[src/rtl/multu_arbiter_if.sv]
// Handshake and multiplier-side bundle between the two requesters, the
// arbiter and the shared MULTU unit.
interface multu_arbiter_if;
    logic        req0_valid;
    logic [31:0] req0_a;
    logic [31:0] req0_b;
    logic        req0_ready;
    logic        req1_valid;
    logic [31:0] req1_a;
    logic [31:0] req1_b;
    logic        req1_ready;
    logic        rsp0_valid;
    logic        rsp1_valid;
    logic [63:0] rsp_z;
    logic        busy;
    logic        mul_reset;
    logic [31:0] mul_a;
    logic [31:0] mul_b;
    logic [63:0] mul_z;

    // Arbiter side.
    modport slave (
        input  req0_valid, req0_a, req0_b,
        input  req1_valid, req1_a, req1_b,
        input  mul_z,
        output req0_ready, req1_ready,
        output rsp0_valid, rsp1_valid, rsp_z, busy,
        output mul_reset, mul_a, mul_b
    );

    // Requester / multiplier side.
    modport master (
        output req0_valid, req0_a, req0_b,
        output req1_valid, req1_a, req1_b,
        output mul_z,
        input  req0_ready, req1_ready,
        input  rsp0_valid, rsp1_valid, rsp_z, busy,
        input  mul_reset, mul_a, mul_b
    );
endinterface

[src/rtl/multu_arbiter.sv]
// Round-robin two-port front end for the shared multi-cycle MULTU: grants one
// request, sequences the multiplier for a fixed latency and returns the product.
module multu_arbiter #(
    parameter int MUL_LATENCY = 32
) (
    input  logic           clk,
    input  logic           reset,
    multu_arbiter_if.slave bus
);
    typedef enum logic [1:0] {IDLE, LOAD, RUN, DONE} state_t;

    state_t      state_reg, state_next;
    logic [7:0]  cnt_reg, cnt_next;
    logic        last_grant_reg, last_grant_next;
    logic        grant_id_reg, grant_id_next;
    logic [31:0] mul_a_reg, mul_a_next;
    logic [31:0] mul_b_reg, mul_b_next;
    logic [63:0] rsp_z_reg, rsp_z_next;

    logic [1:0]  req_valid;
    logic [31:0] req_a [2];
    logic [31:0] req_b [2];
    logic [1:0]  ready_vec;
    logic [1:0]  rsp_vec;
    logic        pick;
    logic        accept;

    assign req_valid = {bus.req1_valid, bus.req0_valid};
    assign req_a[0]  = bus.req0_a;
    assign req_a[1]  = bus.req1_a;
    assign req_b[0]  = bus.req0_b;
    assign req_b[1]  = bus.req1_b;

    // On a tie the port not served last wins; otherwise the lone requester.
    assign pick   = (&req_valid) ? ~last_grant_reg : req_valid[1];
    assign accept = (state_reg == IDLE) && (|req_valid) && !reset;

    generate
        for (genvar gi = 0; gi < 2; gi++) begin : g_port
            assign ready_vec[gi] = accept && (pick == (gi == 1));
            assign rsp_vec[gi]   = (state_reg == DONE) && (grant_id_reg == (gi == 1));
        end
    endgenerate

    always_comb begin
        state_next      = state_reg;
        cnt_next        = cnt_reg;
        last_grant_next = last_grant_reg;
        grant_id_next   = grant_id_reg;
        mul_a_next      = mul_a_reg;
        mul_b_next      = mul_b_reg;
        rsp_z_next      = rsp_z_reg;
        case (state_reg)
            IDLE: begin
                if (accept) begin
                    mul_a_next      = pick ? req_a[1] : req_a[0];
                    mul_b_next      = pick ? req_b[1] : req_b[0];
                    grant_id_next   = pick;
                    last_grant_next = pick;
                    state_next      = LOAD;
                end
            end
            LOAD: begin
                cnt_next   = 8'(MUL_LATENCY - 1);
                state_next = RUN;
            end
            RUN: begin
                // cnt counts down MUL_LATENCY-1..0, so RUN spans MUL_LATENCY cycles.
                if (cnt_reg == 8'd0) begin
                    rsp_z_next = bus.mul_z;
                    state_next = DONE;
                end else begin
                    cnt_next = cnt_reg - 8'd1;
                end
            end
            DONE: begin
                state_next = IDLE;
            end
            default: begin
                state_next = IDLE;
            end
        endcase
    end

    always_ff @(posedge clk) begin
        if (reset) begin
            state_reg      <= IDLE;
            cnt_reg        <= 8'd0;
            last_grant_reg <= 1'b1;
            grant_id_reg   <= 1'b0;
            mul_a_reg      <= 32'd0;
            mul_b_reg      <= 32'd0;
            rsp_z_reg      <= 64'd0;
        end else begin
            state_reg      <= state_next;
            cnt_reg        <= cnt_next;
            last_grant_reg <= last_grant_next;
            grant_id_reg   <= grant_id_next;
            mul_a_reg      <= mul_a_next;
            mul_b_reg      <= mul_b_next;
            rsp_z_reg      <= rsp_z_next;
        end
    end

    assign bus.req0_ready = ready_vec[0];
    assign bus.req1_ready = ready_vec[1];
    assign bus.rsp0_valid = rsp_vec[0];
    assign bus.rsp1_valid = rsp_vec[1];
    assign bus.rsp_z      = rsp_z_reg;
    assign bus.busy       = (state_reg != IDLE);
    // The multiplier only runs while we are in RUN.
    assign bus.mul_reset  = (state_reg != RUN);
    assign bus.mul_a      = mul_a_reg;
    assign bus.mul_b      = mul_b_reg;
endmodule

[src/flat_wrapper.sv]
// flat-port wrapper written by rule: the top's interface ports become plain ports
module multu_arbiter_flat 
#(
    parameter int MUL_LATENCY = 32
)
  (clk, reset, bus_req0_valid, bus_req0_a, bus_req0_b, bus_req1_valid, bus_req1_a, bus_req1_b, bus_mul_z, bus_req0_ready, bus_req1_ready, bus_rsp0_valid, bus_rsp1_valid, bus_rsp_z, bus_busy, bus_mul_reset, bus_mul_a, bus_mul_b);
  multu_arbiter_if bus_i ();
  input  logic clk;
  input  logic reset;
  input wire logic [$bits(bus_i.req0_valid)-1:0] bus_req0_valid;
  input wire logic [$bits(bus_i.req0_a)-1:0] bus_req0_a;
  input wire logic [$bits(bus_i.req0_b)-1:0] bus_req0_b;
  input wire logic [$bits(bus_i.req1_valid)-1:0] bus_req1_valid;
  input wire logic [$bits(bus_i.req1_a)-1:0] bus_req1_a;
  input wire logic [$bits(bus_i.req1_b)-1:0] bus_req1_b;
  input wire logic [$bits(bus_i.mul_z)-1:0] bus_mul_z;
  output wire logic [$bits(bus_i.req0_ready)-1:0] bus_req0_ready;
  output wire logic [$bits(bus_i.req1_ready)-1:0] bus_req1_ready;
  output wire logic [$bits(bus_i.rsp0_valid)-1:0] bus_rsp0_valid;
  output wire logic [$bits(bus_i.rsp1_valid)-1:0] bus_rsp1_valid;
  output wire logic [$bits(bus_i.rsp_z)-1:0] bus_rsp_z;
  output wire logic [$bits(bus_i.busy)-1:0] bus_busy;
  output wire logic [$bits(bus_i.mul_reset)-1:0] bus_mul_reset;
  output wire logic [$bits(bus_i.mul_a)-1:0] bus_mul_a;
  output wire logic [$bits(bus_i.mul_b)-1:0] bus_mul_b;
  assign bus_i.req0_valid = bus_req0_valid;
  assign bus_i.req0_a = bus_req0_a;
  assign bus_i.req0_b = bus_req0_b;
  assign bus_i.req1_valid = bus_req1_valid;
  assign bus_i.req1_a = bus_req1_a;
  assign bus_i.req1_b = bus_req1_b;
  assign bus_i.mul_z = bus_mul_z;
  assign bus_req0_ready = bus_i.req0_ready;
  assign bus_req1_ready = bus_i.req1_ready;
  assign bus_rsp0_valid = bus_i.rsp0_valid;
  assign bus_rsp1_valid = bus_i.rsp1_valid;
  assign bus_rsp_z = bus_i.rsp_z;
  assign bus_busy = bus_i.busy;
  assign bus_mul_reset = bus_i.mul_reset;
  assign bus_mul_a = bus_i.mul_a;
  assign bus_mul_b = bus_i.mul_b;
  multu_arbiter #(.MUL_LATENCY(MUL_LATENCY)) u_core (.clk(clk), .reset(reset), .bus(bus_i));
endmodule
[config.mk]
export PLATFORM = sky130hd
export DESIGN_NAME = multu_arbiter_flat
export DESIGN_NICKNAME = d
export VERILOG_FILES = /design/src/rtl/multu_arbiter_if.sv /design/src/rtl/multu_arbiter.sv /design/src/flat_wrapper.sv
export SDC_FILE = /design/constraint.sdc
export NUM_CORES = 1
export LEC_CHECK = 0
export ABC_AREA = 0
export CELL_PAD_IN_SITES_DETAIL_PLACEMENT = 0
export CELL_PAD_IN_SITES_GLOBAL_PLACEMENT = 1
export CORE_ASPECT_RATIO = 1.25
export CORE_MARGIN = 2
export CORE_UTILIZATION = 26
export DETAILED_ROUTE_END_ITERATION = 10
export HOLD_SLACK_MARGIN = 0.02
export PLACE_DENSITY_LB_ADDON = 0.1
export SYNTH_ARGS = -nofsm -noshare
export SYNTH_HDL_FRONTEND = slang
export SYNTH_SLANG_ARGS = --single-unit
[constraint.sdc]
create_clock -name clk -period 2.5 [get_ports clk]
set_clock_uncertainty 0.05 [all_clocks]
set_input_delay 0.5 -clock clk [delete_from_list [all_inputs] [get_ports clk]]
set_output_delay 0.5 -clock clk [all_outputs]
set_load 0.01 [all_outputs]
==> flow_metrics.py, run 1 <==
metrics = {
    "setup_path": {
        "cpPeakStageDelay_ns": 0.34,
        "reg2reg_to": "u_core.bus.mul_a[9]",
        "worstSetupStartpointType": "flip-flop",
        "worst-path-stages": 5,
        "path_class": "reg -> out",
        "rrSetupSlack_ns": 0.31,
        "cp_cell_sequence": "inv_1 > ha_2 > nor2b_1 > and3_2 > dlygate4sd2_1",
        "cp-end-kind": "primary output",
        "path_buf_inv": 2,
        "cp.arrival_ns": 1.80,
        "reg2reg_from": "u_core.state_reg[0]",
        "cpLargestDelayFamily": "buffers and inverters",
        "slowest_stage": "dfxtp_1",
        "reg2reg_depth": 7,
        "cp.required_ns": 1.95,
        "critPathMaxFanout": 7,
    },
    "drt": {
        "first_iter_violations": 459,
        "drt_first_pass_iters": 5,
        "antenna_left": 0,
        "post-route-drc-count": 0,
        "vias": 5641,
        "avgRoutedWirePerCell_um": 16.30,
        "via_per_inst": 4.789,
        "finalWirelength_um": 19200,
    },
    "timing": {
        "rsz0062_at_grt": "false",
        "timing.fmax_mhz": 424.7,
        "tightest_slew_ns": 0.7412,
        "setup_viol": 0,
        "period_share": 0.9417,
        "max_slew_margin": 0.5059,
        "hold_violations": 0,
        "period_needed_ns": 2.354,
        "drv_slew": 0,
        "finalSetupTns_ns": 0,
        "whs_ns": 0.4034,
    },
    "cells_and_area": {
        "final_cell_mix": "clkdlybuf4s50_1 (325), dfxtp_1 (140), nand2_1 (134), nor2_1 (67), a222oi_1 (64)",
        "num-fill-cells": 1952,
        "seqCellArea_um2": 2803,
        "n_antenna_cell": 0,
        "drive_above_1_share": 0.07854,
        "largest_register_ffs": 64,
        "nets": 1093,
        "multi_input_area_um2": 2210,
        "area.growth.synth_to_final_pct": 74.16,
        "final_common_cell": "clkdlybuf4s50_1",
    },
    "grt": {
        "global_route.overflow_total": 0,
        "antenna_found_initial": 0,
        "grt_first_pass_wirelength_um": 29410,
        "grt_max_degree": 137,
        "grtUsageTotal": 0.1680,
        "grt_pass1_vias": 5569,
    },
    "hold_path": {
        "min_from": "u_core.bus.rsp_z[53]",
        "holdPathStages": 2,
        "min_path_type": "reg -> reg",
        "holdPathEnd": "u_core.bus.rsp_z[53]",
    },
    "cts": {
        "cts_setup_buffers": 0,
        "cts_tree": "yes",
        "cts_sinks": 140,
        "clkTransAtPathRegs_ns": 0.06,
        "cts_made_buffers": 17,
        "root_buffer": "clkbuf_16",
        "htree_levels": 4,
        "cts_buffer_depth": 2,
        "clock_latency_ns": 0.41,
    },
    "floorplan": {
        "start_util": 0.2622,
        "io_pins": 330,
        "rows": 59,
        "core_area_um2": 20670,
        "die_area_um2": 22020,
        "die_x_um": 133.1,
        "die_y_um": 165.4,
    },
    "flow_run": {
        "max_cap_violations": 0,
    },
    "power": {
        "ir_drop_mv": 0.4334,
        "leakage_uw": 0.003332,
        "power_density_nw_per_um2": 823.0,
    },
    "place": {
        "dp_hpwl_um": 13200,
        "port_buffers": 329,
        "place_congestion": 0.7494,
    },
    "logic_synthesis": {
        "synth_edf_count": 0,
        "ys_seq_elements": 140,
        "yosys-top-cells-area": "dfxtp_1 (52%), a222oi_1 (12%), nand2_1 (9.3%)",
        "yosysWarnings": 0,
        "synth_top_cell_area_share": 0.5172,
        "yosysTopAreaCell": "dfxtp_1",
        "synth_cells": 582,
        "ys.flop_type": "dfxtp_1",
        "yosysSeqAreaShare": 0.5172,
        "syn_area_per_cell_um2": 9.311,
        "synthArstFlopShare": 0,
        "synth_cell_type_count": 41,
        "synth_fp_nets": 784,
        "syn_area_um2": 5419,
    },
    "run_status": {
        "status": "finished clean",
    },
}
[where the power goes]
part / leakage (uW) / internal (uW) / total (uW) / switching (uW)
logic: 0.00189 / 1220 / 2320 / 1100
clock network: 0.000301 / 1710 / 2710 / 995
registers: 0.00114 / 2540 / 2740 / 202
total: 0.00333 / 5470 / 7770 / 2300
[logic make-up after synthesis]
kind of cell,count (synthesis),synth area share
mux,2,0.003925
buf+inv,59,0.08058
simple gates,222,0.1676
compound gates,152,0.2152
flops,140,0.5172
fa+ha+maj,6,0.01385
xor+xnor,1,0.001617
[how the worst max path moves through the flow]
stage                        startpoint              endpoint  slack [ns]
floorplan           u_core.state_reg[0]  u_core.bus.mul_a[14]        0.57
global placement         bus_req0_valid        bus_req0_ready        0.05
detailed placement       bus_req0_valid        bus_req0_ready        0.06
CTS                 u_core.state_reg[0]         bus_mul_reset        0.04
global route        u_core.state_reg[0]        bus_req1_ready        0.02
finish              u_core.state_reg[0]        bus_req1_ready        0.15
[repair_timing]
item                       4_1_cts  5_1_grt
hold buffers                     0        0
resized for setup                4        1
setup endpoints to repair        3        1
pin swaps                        0        0
[metal layers]
metal	wire, um	part of all wire	global-route usage
met1	7386	0.38	0.1894
met2	9817	0.51	0.2913
met3	1659	0.086	0.06746
met4	341	0.018	0.05416
met5	0	0	0
[worst register-to-register path: stages, from the launching register on]
cell and delay [ns]:
dfxtp_1 0.34, inv_1 0.10, ha_2 0.26, nor2b_1 0.19
and3_2 0.21, buf_4 0.57, a222oi_1 0.30, nor2_1 0.13
[Yosys cell counts (5+ instances only)]
library cell and instances:
a21oi_1 62, buf_6 7, dfxtp_1 140, a222oi_1 64, inv_1 8, nand2_1 134
buf_2 13, a21oi_2 11, nor2_1 67, dlygate4sd1_1 5, clkbuf_1 15, buf_12 6
ha_1 6
[final cells by class]
type	count	area share
multi-input combinational	383	0.2341
clock inverter	12	0.01989
sequential	140	0.2970
clock buffer	20	0.04733
timing repair buffer	341	0.3622
inverter	8	0.003182
tap	274	0.03633
[per-stage QoR]
step	cell area [um2]	total power, uW	cells	setup WS, ns	util
after floorplan	5419	4028	582	0.5738	-
after global placement	8798	5070	1146	0.04863	0.4257
after detailed placement	8798	5123	1146	0.06179	0.4257
after CTS	9435	7890	1178	0.03562	0.4565
after global routing	9438	8234	1178	0.02268	0.4566
final	9438	7768	1178	0.1456	0.4566
Power figures use the tool's default switching activity.
==> inputs of run 2 (changes only) <==
Settings changed: ABC_AREA 0 to not set, TNS_END_PERCENT set to 5.
==> results of run 2 <==
No change in the layout: final DEF, timing and power equal those of run 1.
==> inputs of run 3 (changes only) <==
Settings changed: HOLD_SLACK_MARGIN 0.02 to not set, MAX_ROUTING_LAYER set to met4.
==> flow_metrics.py, run 3 (same netlist as run 1, synthesis figures left out) <==
metrics = {
    "run_status": {
        "status": "finished clean",
    },
    "power": {
        "power.switching_uw": 2312,
        "power_density_nw_per_um2": 824.7,
        "p_comb_frac": 0.298,
        "ir_drop_mv": 0.4342,
        "seqPwrFrac": 0.353,
        "p_int_uw": 5471,
        "swShare": 0.2971,
        "pwr-share-clk": 0.349,
        "leakage_uw": 0.003332,
    },
    "cells_and_area": {
        "fin_area_um2": 9438,
        "drive_above_1_share": 0.07854,
        "largest_register_ffs": 64,
        "fin_util": 0.4566,
        "final_common_cell": "clkdlybuf4s50_1",
        "area.growth.synth_to_final_pct": 74.16,
        "final_cell_mix": "clkdlybuf4s50_1 (325), dfxtp_1 (140), nand2_1 (134), nor2_1 (67), a222oi_1 (64)",
        "nets": 1093,
        "n_antenna_cell": 0,
    },
    "hold_path": {
        "holdPathEnd": "u_core.bus.rsp_z[53]",
        "holdPathStages": 2,
        "min_from": "u_core.bus.rsp_z[53]",
        "min_path_type": "reg -> reg",
    },
    "place": {
        "place_area_um2": 8798,
        "place_congestion": 0.7590,
        "pre_cts_ws_ns": 0.06179,
        "dp_hpwl_um": 13200,
        "port_buffers": 329,
    },
    "grt": {
        "global_route.overflow_total": 0,
        "grt_max_degree": 137,
        "grt_pass1_vias": 5578,
        "antenna_found_initial": 0,
        "grt_first_pass_wirelength_um": 29380,
        "grtUsageTotal": 0.1731,
    },
    "cts": {
        "htree_levels": 4,
        "clkTransAtPathRegs_ns": 0.06,
        "cts_setup_buffers": 0,
        "root_buffer": "clkbuf_16",
        "cts_tree": "yes",
        "clock_latency_ns": 0.41,
        "cts_sinks": 140,
        "cts_hold_buf": 0,
        "cts_made_buffers": 17,
        "cts_buffer_depth": 2,
    },
    "drt": {
        "post-route-drc-count": 0,
        "drt_first_pass_iters": 6,
        "via_per_inst": 4.769,
        "finalWirelength_um": 19290,
        "antenna_left": 0,
        "avgRoutedWirePerCell_um": 16.38,
        "vias": 5618,
        "first_iter_violations": 470,
    },
    "flow_run": {
        "max_cap_violations": 0,
    },
    "floorplan": {
        "die_x_um": 133.1,
        "start_util": 0.2622,
        "io_pins": 330,
        "die_area_um2": 22020,
        "core_area_um2": 20670,
        "rows": 59,
        "die_y_um": 165.4,
    },
    "setup_path": {
        "cp.required_ns": 1.95,
        "path_class": "reg -> out",
        "worstSetupStartpointType": "flip-flop",
        "reg2reg_from": "u_core.state_reg[0]",
        "cp-end-kind": "primary output",
        "cp.arrival_ns": 1.80,
        "reg2reg_to": "u_core.bus.mul_a[12]",
        "rrSetupSlack_ns": 0.32,
        "reg2reg_depth": 7,
        "critPathMaxFanout": 7,
    },
    "timing": {
        "period_share": 0.9417,
        "setup_ws_ns": 0.1456,
        "drv_slew": 0,
        "hold_violations": 0,
        "period_needed_ns": 2.354,
        "setup_viol": 0,
        "timing.fmax_mhz": 424.7,
        "rsz0062_at_grt": "false",
        "tightest_slew_ns": 0.7470,
        "finalSetupTns_ns": 0,
        "max_slew_margin": 0.5020,
    },
}
## run 3: cell counts in the layout (fill, tap and decap cells not counted)
No cell type changed its count.
## run 3: layout make-up
cell class / instances / area [um2]
clock inverters: 12 / 187.7
flip-flops and latches: 140 / 2803
fillers: 1952 / 11230
clock buffers: 20 / 446.7
repair buffers: 341 / 3418
multi-input cells: 383 / 2210
inverters: 8 / 30.03
well taps: 274 / 342.8
## run 3: layer usage
| metal | GRT usage | share of wire | wire (um) |
|---|---|---|---|
| met1 | 0.1940 | 0.40 | 7647 |
| met2 | 0.2927 | 0.51 | 9818 |
| met3 | 0.05952 | 0.077 | 1479 |
| met4 | 0.05416 | 0.018 | 344 |
| met5 | - | 0 | 0 |
## run 3: worst max-delay path by stage
| stage | startpoint | end | slack, ns | cells past startpoint |
|---|---|---|---|---|
| after global routing | u_core.state_reg[0] | bus_req1_ready | 0.02 | 5 |
| after floorplan | u_core.state_reg[0] | u_core.bus.mul_a[14] | 0.57 | 9 |
| after detailed placement | bus_req0_valid | bus_req0_ready | 0.06 | 4 |
| final | u_core.state_reg[0] | bus_req1_ready | 0.15 | 5 |
| after global placement | bus_req0_valid | bus_req0_ready | 0.05 | 4 |
| after CTS | u_core.state_reg[0] | bus_mul_reset | 0.04 | 4 |
## run 3: repair_timing
item | in CTS | in global routing
endpoints found under the setup margin | 3 | 1
gates resized for setup | 4 | 1
endpoints found under the hold margin | 0 | 0
pin swaps | 0 | 0
## run 3: power groups by stage
stage / combinational (uW) / sequential, uW / clock, uW
after floorplan: 1160 / 2870 / 0
after global placement: 2300 / 2770 / 0
after detailed placement: 2340 / 2790 / 0
after global routing: 2550 / 2780 / 2900
after CTS: 2350 / 2750 / 2790
final: 2320 / 2740 / 2720
## run 3: worst max-delay path: stages, from the launching register on
cell           delay, ns
dfxtp_1             0.34
inv_1               0.10
ha_2                0.26
nor2b_1             0.19
and3_2              0.21
dlygate4sd2_1       0.31
## run 3: per-stage QoR
| stage | std cells | total power [uW] | hold WS (ns) |
|---|---|---|---|
| CTS | 1178 | 7890 | 0.4046 |
| floorplan | 582 | 4028 | 0.4101 |
| detailed placement | 1146 | 5123 | 0.3965 |
| finish | 1178 | 7783 | 0.4033 |
| global placement | 1146 | 5070 | 0.3913 |
| global route | 1178 | 8231 | 0.4225 |
